`src/rtl/mem_port_arbiter.sv`:
```
// Shares one synchronous memory port between instruction fetch and load/store.
// Ports: fetch req/addr/gnt/valid/data, data req/we/addr/wdata/gnt/valid/rdata, mem port, busy.
module mem_port_arbiter #(
  parameter int ADDR_W     = 16,
  parameter int DATA_W     = 16,
  parameter int STARVE_MAX = 4
) (
  input  logic              clk,
  input  logic              rst_n,
  input  logic              fetch_req,
  input  logic [ADDR_W-1:0] fetch_addr,
  output logic              fetch_gnt,
  output logic              fetch_valid,
  output logic [DATA_W-1:0] fetch_data,
  input  logic              data_req,
  input  logic              data_we,
  input  logic [ADDR_W-1:0] data_addr,
  input  logic [DATA_W-1:0] data_wdata,
  output logic              data_gnt,
  output logic              data_valid,
  output logic [DATA_W-1:0] data_rdata,
  output logic              mem_en,
  output logic              mem_we,
  output logic [ADDR_W-1:0] mem_addr,
  output logic [DATA_W-1:0] mem_wdata,
  input  logic [DATA_W-1:0] mem_rdata,
  output logic              busy
);

  typedef enum logic [1:0] {
    TAG_NONE,
    TAG_FETCH,
    TAG_LOAD
  } tag_e;

  localparam logic [3:0] SMAX = 4'(STARVE_MAX);

  tag_e       tag_q, tag_d;
  logic [3:0] starve_q, starve_d;
  logic       force_f;

  // Grants are gated by rst_n so nothing reaches memory while held in reset.
  always_comb begin
    force_f   = fetch_req && (starve_q == SMAX);
    fetch_gnt = rst_n && fetch_req && (force_f || !data_req);
    data_gnt  = rst_n && data_req && !force_f;
  end

  always_comb begin
    mem_en    = 1'b0;
    mem_we    = 1'b0;
    mem_addr  = '0;
    mem_wdata = '0;
    tag_d     = TAG_NONE;
    unique case (1'b1)
      fetch_gnt: begin
        mem_en   = 1'b1;
        mem_addr = fetch_addr;
        tag_d    = TAG_FETCH;
      end
      data_gnt: begin
        mem_en    = 1'b1;
        mem_we    = data_we;
        mem_addr  = data_addr;
        mem_wdata = data_wdata;
        tag_d     = data_we ? TAG_NONE : TAG_LOAD;
      end
      default: ;
    endcase
  end

  always_comb begin
    starve_d = starve_q;
    if (fetch_gnt)
      starve_d = '0;
    else if (fetch_req && starve_q != SMAX)
      starve_d = starve_q + 4'd1;
  end

  always_ff @(posedge clk or negedge rst_n) begin
    if (!rst_n) begin
      tag_q    <= TAG_NONE;
      starve_q <= '0;
    end else begin
      tag_q    <= tag_d;
      starve_q <= starve_d;
    end
  end

  always_comb begin
    fetch_valid = (tag_q == TAG_FETCH);
    data_valid  = (tag_q == TAG_LOAD);
    fetch_data  = fetch_valid ? mem_rdata : '0;
    data_rdata  = data_valid ? mem_rdata : '0;
    busy        = fetch_req | data_req | (tag_q != TAG_NONE);
  end

endmodule

```
`config.mk`:
```
export PLATFORM = sky130hd
export DESIGN_NAME = mem_port_arbiter
export DESIGN_NICKNAME = d
export VERILOG_FILES = /design/src/rtl/mem_port_arbiter.sv
export SDC_FILE = /design/constraint.sdc
export NUM_CORES = 1
export LEC_CHECK = 0
export ABC_AREA = 1
export CORE_AREA = 3 3 52 54
export DETAILED_ROUTE_END_ITERATION = 16
export DIE_AREA = 0 0 55 57
export DONT_BUFFER_PORTS = 1
export SLEW_MARGIN = 20
export SYNTH_ARGS = -nofsm -noshare
export SYNTH_HDL_FRONTEND = slang
export SYNTH_SLANG_ARGS = --single-unit
```
`constraint.sdc`:
```
create_clock -name clk -period 3.7 [get_ports clk]
set_input_delay 0.74 -clock clk [delete_from_list [all_inputs] [get_ports clk]]
set_output_delay 0.74 -clock clk [all_outputs]
set_load 0.1 [all_outputs]
```
==> metrics.md, run 1 <==
| Metric | Value |
|---|---|
| Core ar. | `0.00225 mm²` |
| Max cap viols | `0` |
| Startpoint Class | `register` |
| CTS buffer count | `3` |
| Crit path kind | `reg -> out` |
| Top post-synthesis cells by count | `45 x inv_1, 45 x nor2_1, 41 x nand3_1` |
| Hold WS | `0.186 ns` |
| Worst slew pin tran | `0.836 ns` |
| Number of enable flip-flop cells after synthesis | `0` |
| Final instance area | `0.00164 mm²` |
| Ports | `140` |
| Routed WL | `4050 µm` |
| Longest Clk Path Bufs | `2` |
| WP data arrival | `2.04 ns` |
| Post-DP HPWL | `3420 µm` |
| Clock root cell | `clkbuf_4` |
| Netlist cell types | `22` |
| Drt pass-1 iters | `6` |
| Register area share after synthesis | `14.6%` |
| Dpl cells | `280` |
| Pwr dens | `441 mW/mm²` |
| Worst EP required | `2.96 ns` |
| Finished Layout Cells | `283` |
| Port-buffer cells | `0` |
| Dominant cell type by area after synthesis | `nand3_1` |
| Worst R2R Start | `starve_q[0]$_DFFE_PN0P_` |
| Std-Cell Rows | `17` |
| Crit. End Element | `output pin` |
| Initial DRC Count | `46` |
| Fin crit share | `75.1%` |
| Clk_lat worst skew | `0.25 ns` |
| FF-to-FF setup slack | `2.21 ns` |
| Final Max Tran Viols | `0` |
| Largest net degree at the start of global routing | `26` |
| Share of cells above drive strength 1 | `51.4%` |
| Most used cell, CP | `inv_1` |
| GRT overflow | `0` |
| Placed inst area | `0.00162 mm²` |
| Crit Path Max Fanout | `18` |
| Vias per inst | `5.10` |
| Reg2reg end | `tag_q[1]$_DFF_PN0_` |
| Slowest cell delay on critical path | `0.64 ns` |
| Slew HR | `44.2%` |
| # DRC | `0` |
| GP Congestion | `0.906` |
| Fmax achieved | `360 MHz` |
| Initial Utilization | `45.6%` |
| Crit path cell chain | `inv_1 -> ha_1 -> nand4_2 -> nand2_4 -> nand2_1 -> inv_1` |
| Clock period minus worst slack | `2.78 ns` |
| Post-synthesis cell area | `0.00103 mm²` |
| Antenna cells | `0` |
| Top cells by area, synth | `nand3_1 20%, inv_1 16%, nor2_1 16%, dfrtp_1 15%, nand2_1 8.4%` |
| Yosys warnings | `0` |
| GR Util All Layers | `23.9%` |
| Initial antenna violation count | `0` |
| Clock transition at path regs | `0.05 ns` |
| Final setup fails | `0` |
| Critical-path top delay cell | `inv_1` |
| # hold bufs at CTS | `0` |
| Final ANT Viol Nets | `0` |
| Post CTS Setup Buffer Count | `0` |
| Async SR Flop Fraction | `100%` |
| CTS tree | `done` |
| Worst path bufs/invs | `2` |
| Hold Path Class | `in -> async` |
| CTS H-tree depth | `1` |
| Main synth FF type | `dfrtp_1` |
| Area Overhead vs Synth | `59.7%` |
| Vias in the first global route | `1331` |
| Reg2Reg Depth | `7` |
| Die Area | `0.00314 mm²` |
| Fin. Hold Viols | `0` |
| CTS sink cnt | `6` |
| Drt wl/cell | `14.3 µm` |
| Synth top area share | `20.0%` |
| RSZ-0062 raised after global routing | `no` |
| Yosys reg bits | `6` |
| CP Depth | `6` |
| Final total power | `725 µW` |
| Synth Net Count | `262` |
| Post-Syn Instances | `191` |
| LEAKAGE | `0.00103 µW` |
| Vias post-DR | `1443` |
| Mapped Avg Cell Area | `5.38 µm²` |
| Worst clock skew | `0.00818 ns` |
| Max rail drop VDD | `0.000349 V` |
| First-pass GRT wire length | `5730 µm` |
| Die width | `55 µm` |
| Die Height | `57 µm` |
| Core Util, Final | `72.9%` |
| Post-CTS Resized | `0` |
| Filler instances | `185` |
| Status | `finished clean` |
| CP delay by family, top | `buffers and inverters` |
| Layout net count | `328` |
==> cell usage in the layout (no fill, tap or decap), types with 3 or more instances in the layout <==
cell type / n
nor2_2: 52
buf_4: 69
clkbuf_4: 3
inv_1: 45
nand3_1: 41
nand2_1: 23
dfrtp_1: 6
==> registers in the layout, indices dropped and copies added, names as in the netlist <==
register / flops
starve_q: 4
tag_q: 2
==> metrics by stage <==
| stage | setup slack, ns | TNS, ns |
|---|---|---|
| floorplan | -0.560 | -15.84 |
| global placement | 1.16 | 0 |
| detailed placement | 1.13 | 0 |
| CTS | 0.914 | 0 |
| global route | 0.788 | 0 |
| finish | 0.921 | 0 |
==> final cells by class <==
cell class	count	area (µm²)	share of cell area (%)
clock buffer	3	22.5	1.37
inverter	48	185	11.3
multi-input combinational	129	732	44.6
sequential	6	150	9.14
tap	28	35.0	2.13
timing repair buffer	69	518	31.5
==> metal layers <==
layer  vias to the layer above  GRT usage, %  share of wire (%)
li1                        698             -                  -
met1                       637          22.8                 35
met2                        99          46.8                 53
met3                         9          5.22                 11
met4                         0          8.33                1.2
met5                         -             0                  0
==> cells by family (layout without fill, tap and decap cells) <==
group | Yosys count | count (layout) | synth area share, %
DFF | 6 | 6 | 14.6
xor gates and xnor gates | 1 | 1 | 0.852
adders and majority gates | 2 | 2 | 2.43
and+or+nand+nor | 123 | 123 | 55.7
AOI/OAI and AO/OA | 3 | 3 | 1.70
buffers and inverters | 56 | 120 | 24.7
==> power breakdown <==
| group | total [µW] | switching, µW | internal (µW) |
|---|---|---|---|
| Clock | 60.8 | 24.1 | 36.7 |
| Sequential | 111 | 26.3 | 85.0 |
| Combinational | 553 | 446 | 106 |
| Total | 725 | 497 | 228 |
==> worst max path at each step <==
stage                                  startpoint              to  slack, ns
after floorplan                tag_q[1]$_DFF_PN0_  data_rdata[10]      -0.56
after global placement                  fetch_req       fetch_gnt       1.16
after detailed placement                fetch_req       fetch_gnt       1.13
after CTS                 starve_q[0]$_DFFE_PN0P_       fetch_gnt       0.91
after global routing      starve_q[0]$_DFFE_PN0P_       fetch_gnt       0.79
final                     starve_q[0]$_DFFE_PN0P_       fetch_gnt       0.92
Note: power is estimated with default switching activity, not from simulation.
==> inputs of run 2 (changes only) <==
--- a/config.mk
+++ b/config.mk
@@ -6,9 +6,9 @@
 export NUM_CORES = 1
 export LEC_CHECK = 0
 export ABC_AREA = 1
-export CORE_AREA = 3 3 52 54
+export CORE_AREA = 3 3 53 55
 export DETAILED_ROUTE_END_ITERATION = 16
-export DIE_AREA = 0 0 55 57
+export DIE_AREA = 0 0 56 58
 export DONT_BUFFER_PORTS = 1
 export SLEW_MARGIN = 20
 export SYNTH_ARGS = -nofsm -noshare
==> constraint.sdc (replaced) <==
create_clock -name clk -period 2.4 [get_ports clk]
set_input_delay 0.48 -clock clk [delete_from_list [all_inputs] [get_ports clk]]
set_output_delay 0.48 -clock clk [all_outputs]
set_load 0.1 [all_outputs]
==> run 2 against run 1 <==
- the run now fails in 3_5_place_dp
- synthesized cell count unchanged
- synthesized area unchanged
==> metrics.md, run 2 <==
| Metric | Value |
|---|---|
| Port-buffer cells | `0 (unchanged)` |
| Initial Utilization | `42.3% (-3.3 points)` |
| Synth top area share | `20.0% (unchanged)` |
| Synth Net Count | `262 (unchanged)` |
| Register area share after synthesis | `14.6% (unchanged)` |
| Top post-synthesis cells by count | `45 x inv_1, 45 x nor2_1, 41 x nand3_1` |
| Mapped Avg Cell Area | `5.38 µm² (unchanged)` |
| Post-synthesis cell area | `0.00103 mm² (unchanged)` |
| Number of enable flip-flop cells after synthesis | `0 (unchanged)` |
| Yosys warnings | `0 (unchanged)` |
| Die Height | `58 µm (+1.8%)` |
| Main synth FF type | `dfrtp_1` |
| Status | `did not finish` |
| Failed at | `3_5_place_dp` |
| Yosys reg bits | `6 (unchanged)` |
| Die width | `56 µm (+1.8%)` |
| GP Congestion | `0.913 (+0.85%)` |
| Dominant cell type by area after synthesis | `nand3_1` |
| Top cells by area, synth | `nand3_1 20%, inv_1 16%, nor2_1 16%, dfrtp_1 15%, nand2_1 8.4%` |
| Stop err | `[ERROR DPL-0038] Utilization greater than 100%, impossible to legalize` |
| Netlist cell types | `22 (unchanged)` |
| Async SR Flop Fraction | `100% (unchanged)` |
| Std-Cell Rows | `18 (+1)` |
| Post-Syn Instances | `191 (unchanged)` |
| Ports | `140 (unchanged)` |
run 2: logic make-up after synthesis:
group	after synthesis	synth area share [%]
simple gates	123	55.7
compound gates	3	1.70
buf+inv	56	24.7
flops	6	14.6
xor+xnor	1	0.852
fa+ha+maj	2	2.43
run 2: stage by stage:
stage | area (µm²) | setup TNS [ns]
after floorplan | 1340 | -3.37
after global placement | 2680 | 0
==> inputs of run 3 (changes only) <==
--- a/config.mk
+++ b/config.mk
@@ -6,10 +6,11 @@
 export NUM_CORES = 1
 export LEC_CHECK = 0
 export ABC_AREA = 1
-export CORE_AREA = 3 3 53 55
+export CORE_AREA = 3 3 64 66
 export DETAILED_ROUTE_END_ITERATION = 16
-export DIE_AREA = 0 0 56 58
+export DIE_AREA = 0 0 67 69
 export DONT_BUFFER_PORTS = 1
+export PLACE_DENSITY_LB_ADDON = 0.15
 export SLEW_MARGIN = 20
 export SYNTH_ARGS = -nofsm -noshare
 export SYNTH_HDL_FRONTEND = slang
==> constraint.sdc (replaced) <==
create_clock -name clk -period 3.1 [get_ports clk]
set_input_delay 0.62 -clock clk [delete_from_list [all_inputs] [get_ports clk]]
set_output_delay 0.62 -clock clk [all_outputs]
set_load 0.1 [all_outputs]
==> run 3 against run 2 <==
- the flow now finishes without violations
==> metrics.md, run 3 (synthesis gave the netlist of run 1 again) <==
| Metric | Value |
|---|---|
| Final total power | `973 µW` |
| Sw Pwr | `618 µW` |
| Worst EP required | `2.48 ns` |
| Final Max Tran Viols | `0` |
| # hold bufs at CTS | `0` |
| Die Area | `0.00462 mm²` |
| Max FFs per register | `4` |
| Fin. Hold Viols | `0` |
| Clock period minus worst slack | `2.55 ns` |
| Biggest register | `starve_q` |
| Comb pwr share | `74.5%` |
| CTS buffer count | `3` |
| Ports | `140 (unchanged)` |
| Share of cells above drive strength 1 | `52.1%` |
| Port-buffer cells | `0 (unchanged)` |
| CTS tree | `done` |
| Antenna cells | `0` |
| Clock transition at path regs | `0.04 ns` |
| Hold Path Class | `in -> async` |
| Most common cell after layout, fill and taps aside | `inv_1` |
| Sequential share of power | `13.4%` |
| Max rail drop VDD | `0.000324 V` |
| Core ar. | `0.00363 mm²` |
| Sw frac | `63.5%` |
| Layout net count | `332` |
| CTS H-tree depth | `1` |
| Initial Utilization | `28.3% (-14 points)` |
| Initial DRC Count | `59` |
| Area Overhead vs Synth | `115%` |
| Pwr dens | `440 mW/mm²` |
| Max cap viols | `0` |
| Worst clock skew | `0.00378 ns` |
| Worst slew pin tran | `0.692 ns` |
| Final instance area | `0.00221 mm²` |
| Drt pass-1 iters | `4` |
| Initial antenna violation count | `0` |
| GRT overflow | `0` |
| Vias post-DR | `1467` |
| Regs by FF count | `starve_q: 4 flops, tag_q: 2 flops` |
| GP Congestion | `0.754 (-17%)` |
| Fin crit share | `82.4%` |
| Internal power | `355 µW` |
| RSZ-0062 raised after global routing | `no` |
| WP data arrival | `1.93 ns` |
| Post-DP HPWL | `3700 µm` |
| Die width | `67 µm (+20%)` |
| Fmax achieved | `392 MHz` |
| Crit. End Element | `output pin` |
| CTS sink cnt | `6` |
| Crit Path Max Fanout | `19` |
| Filler instances | `317` |
| Clock root cell | `clkbuf_8` |
| Clock power frac | `12.1%` |
| # DRC | `0` |
| Clk_lat worst skew | `0.22 ns` |
| LEAKAGE | `0.00115 µW` |
| Std-Cell Rows | `22 (+4)` |
| Post CTS Setup Buffer Count | `0` |
| Largest net degree at the start of global routing | `26` |
| Commonest cells after routing, fill and taps aside | `45 x inv_1, 41 x nand3_1, 41 x buf_4, 33 x nor2_2, 32 x buf_12` |
| Routed WL | `4220 µm` |
| First-pass GRT wire length | `6800 µm` |
| Post-CTS Resized | `0` |
| Slew HR | `53.8%` |
| Final ANT Viol Nets | `0` |
| Vias per inst | `4.78` |
| Placed inst area | `0.00217 mm²` |
| Drt wl/cell | `13.7 µm` |
| Die Height | `69 µm (+19%)` |
| Final setup fails | `0` |
| Startpoint Class | `register` |
| Status | `finished clean` |
| Vias in the first global route | `1451` |
| Crit path kind | `reg -> out` |
| GR Util All Layers | `18.1%` |
| Longest Clk Path Bufs | `2` |
==> run 3: power groups by stage <==
stage               Sequential [µW]  Combinational, µW  Clock [µW]
floorplan                       125                574           0
global route                    135                760         126
global placement                128                713           0
CTS                             130                729         120
detailed placement              132                726           0
finish                          131                725         117
==> run 3: area by class of cell <==
| cell class | count | area, µm² | area share [%] |
|---|---|---|---|
| Clock buffer | 3 | 41.3 | 1.87 |
| Inverter | 48 | 185 | 8.37 |
| Multi-Input combinational cell | 129 | 827 | 37.4 |
| Sequential cell | 6 | 150 | 6.79 |
| Tap cell | 48 | 60.1 | 2.71 |
| Timing Repair Buffer | 73 | 948 | 42.9 |
==> run 3: layer usage <==
metal	routed length [µm]	GRT usage (%)	vias up
li1	-	-	709
met2	2250	33.8	101
met5	0	0	-
met1	1560	20.0	653
met4	43	5.86	0
met3	358	2.61	4
==> run 3: worst max-delay path, cell delays in order, from the launching register on <==
cell     delay [ns]
dfrtp_1        0.42
inv_1          0.06
ha_1           0.22
nand4_2        0.11
nand2_4        0.15
inv_6          0.18
nand2_8        0.15
nor2_2         0.12
buf_4          0.29
==> run 3: final timing paths <==
path | start | to | slack, ns | depth (start not counted)
max in group asynchronous | rst_n | starve_q[3]$_DFFE_PN0P_ | 2.93 | 0
min | rst_n | starve_q[0]$_DFFE_PN0P_ | 0.09 | 0
max reg2reg | starve_q[0]$_DFFE_PN0P_ | tag_q[1]$_DFF_PN0_ | 1.60 | 7
max | starve_q[0]$_DFFE_PN0P_ | mem_wdata[11] | 0.55 | 8
min in group clk | data_we | tag_q[1]$_DFF_PN0_ | 0.46 | 1
min reg2reg | starve_q[3]$_DFFE_PN0P_ | starve_q[3]$_DFFE_PN0P_ | 0.55 | 2
==> run 3: through the flow <==
stage          hold WS [ns]  util (%)  TNS (ns)  setup slack (ns)  cells
6_report             0.0932      60.9         0             0.546    307
2_1_floorplan         0.324         -     -3.81            -0.306    191
4_1_cts              0.0894      60.9         0             0.552    307
5_1_grt              0.0832      60.9         0             0.408    307
3_5_place_dp          0.325      59.7         0             0.785    304
3_3_place_gp          0.325      59.7         0             0.873    304
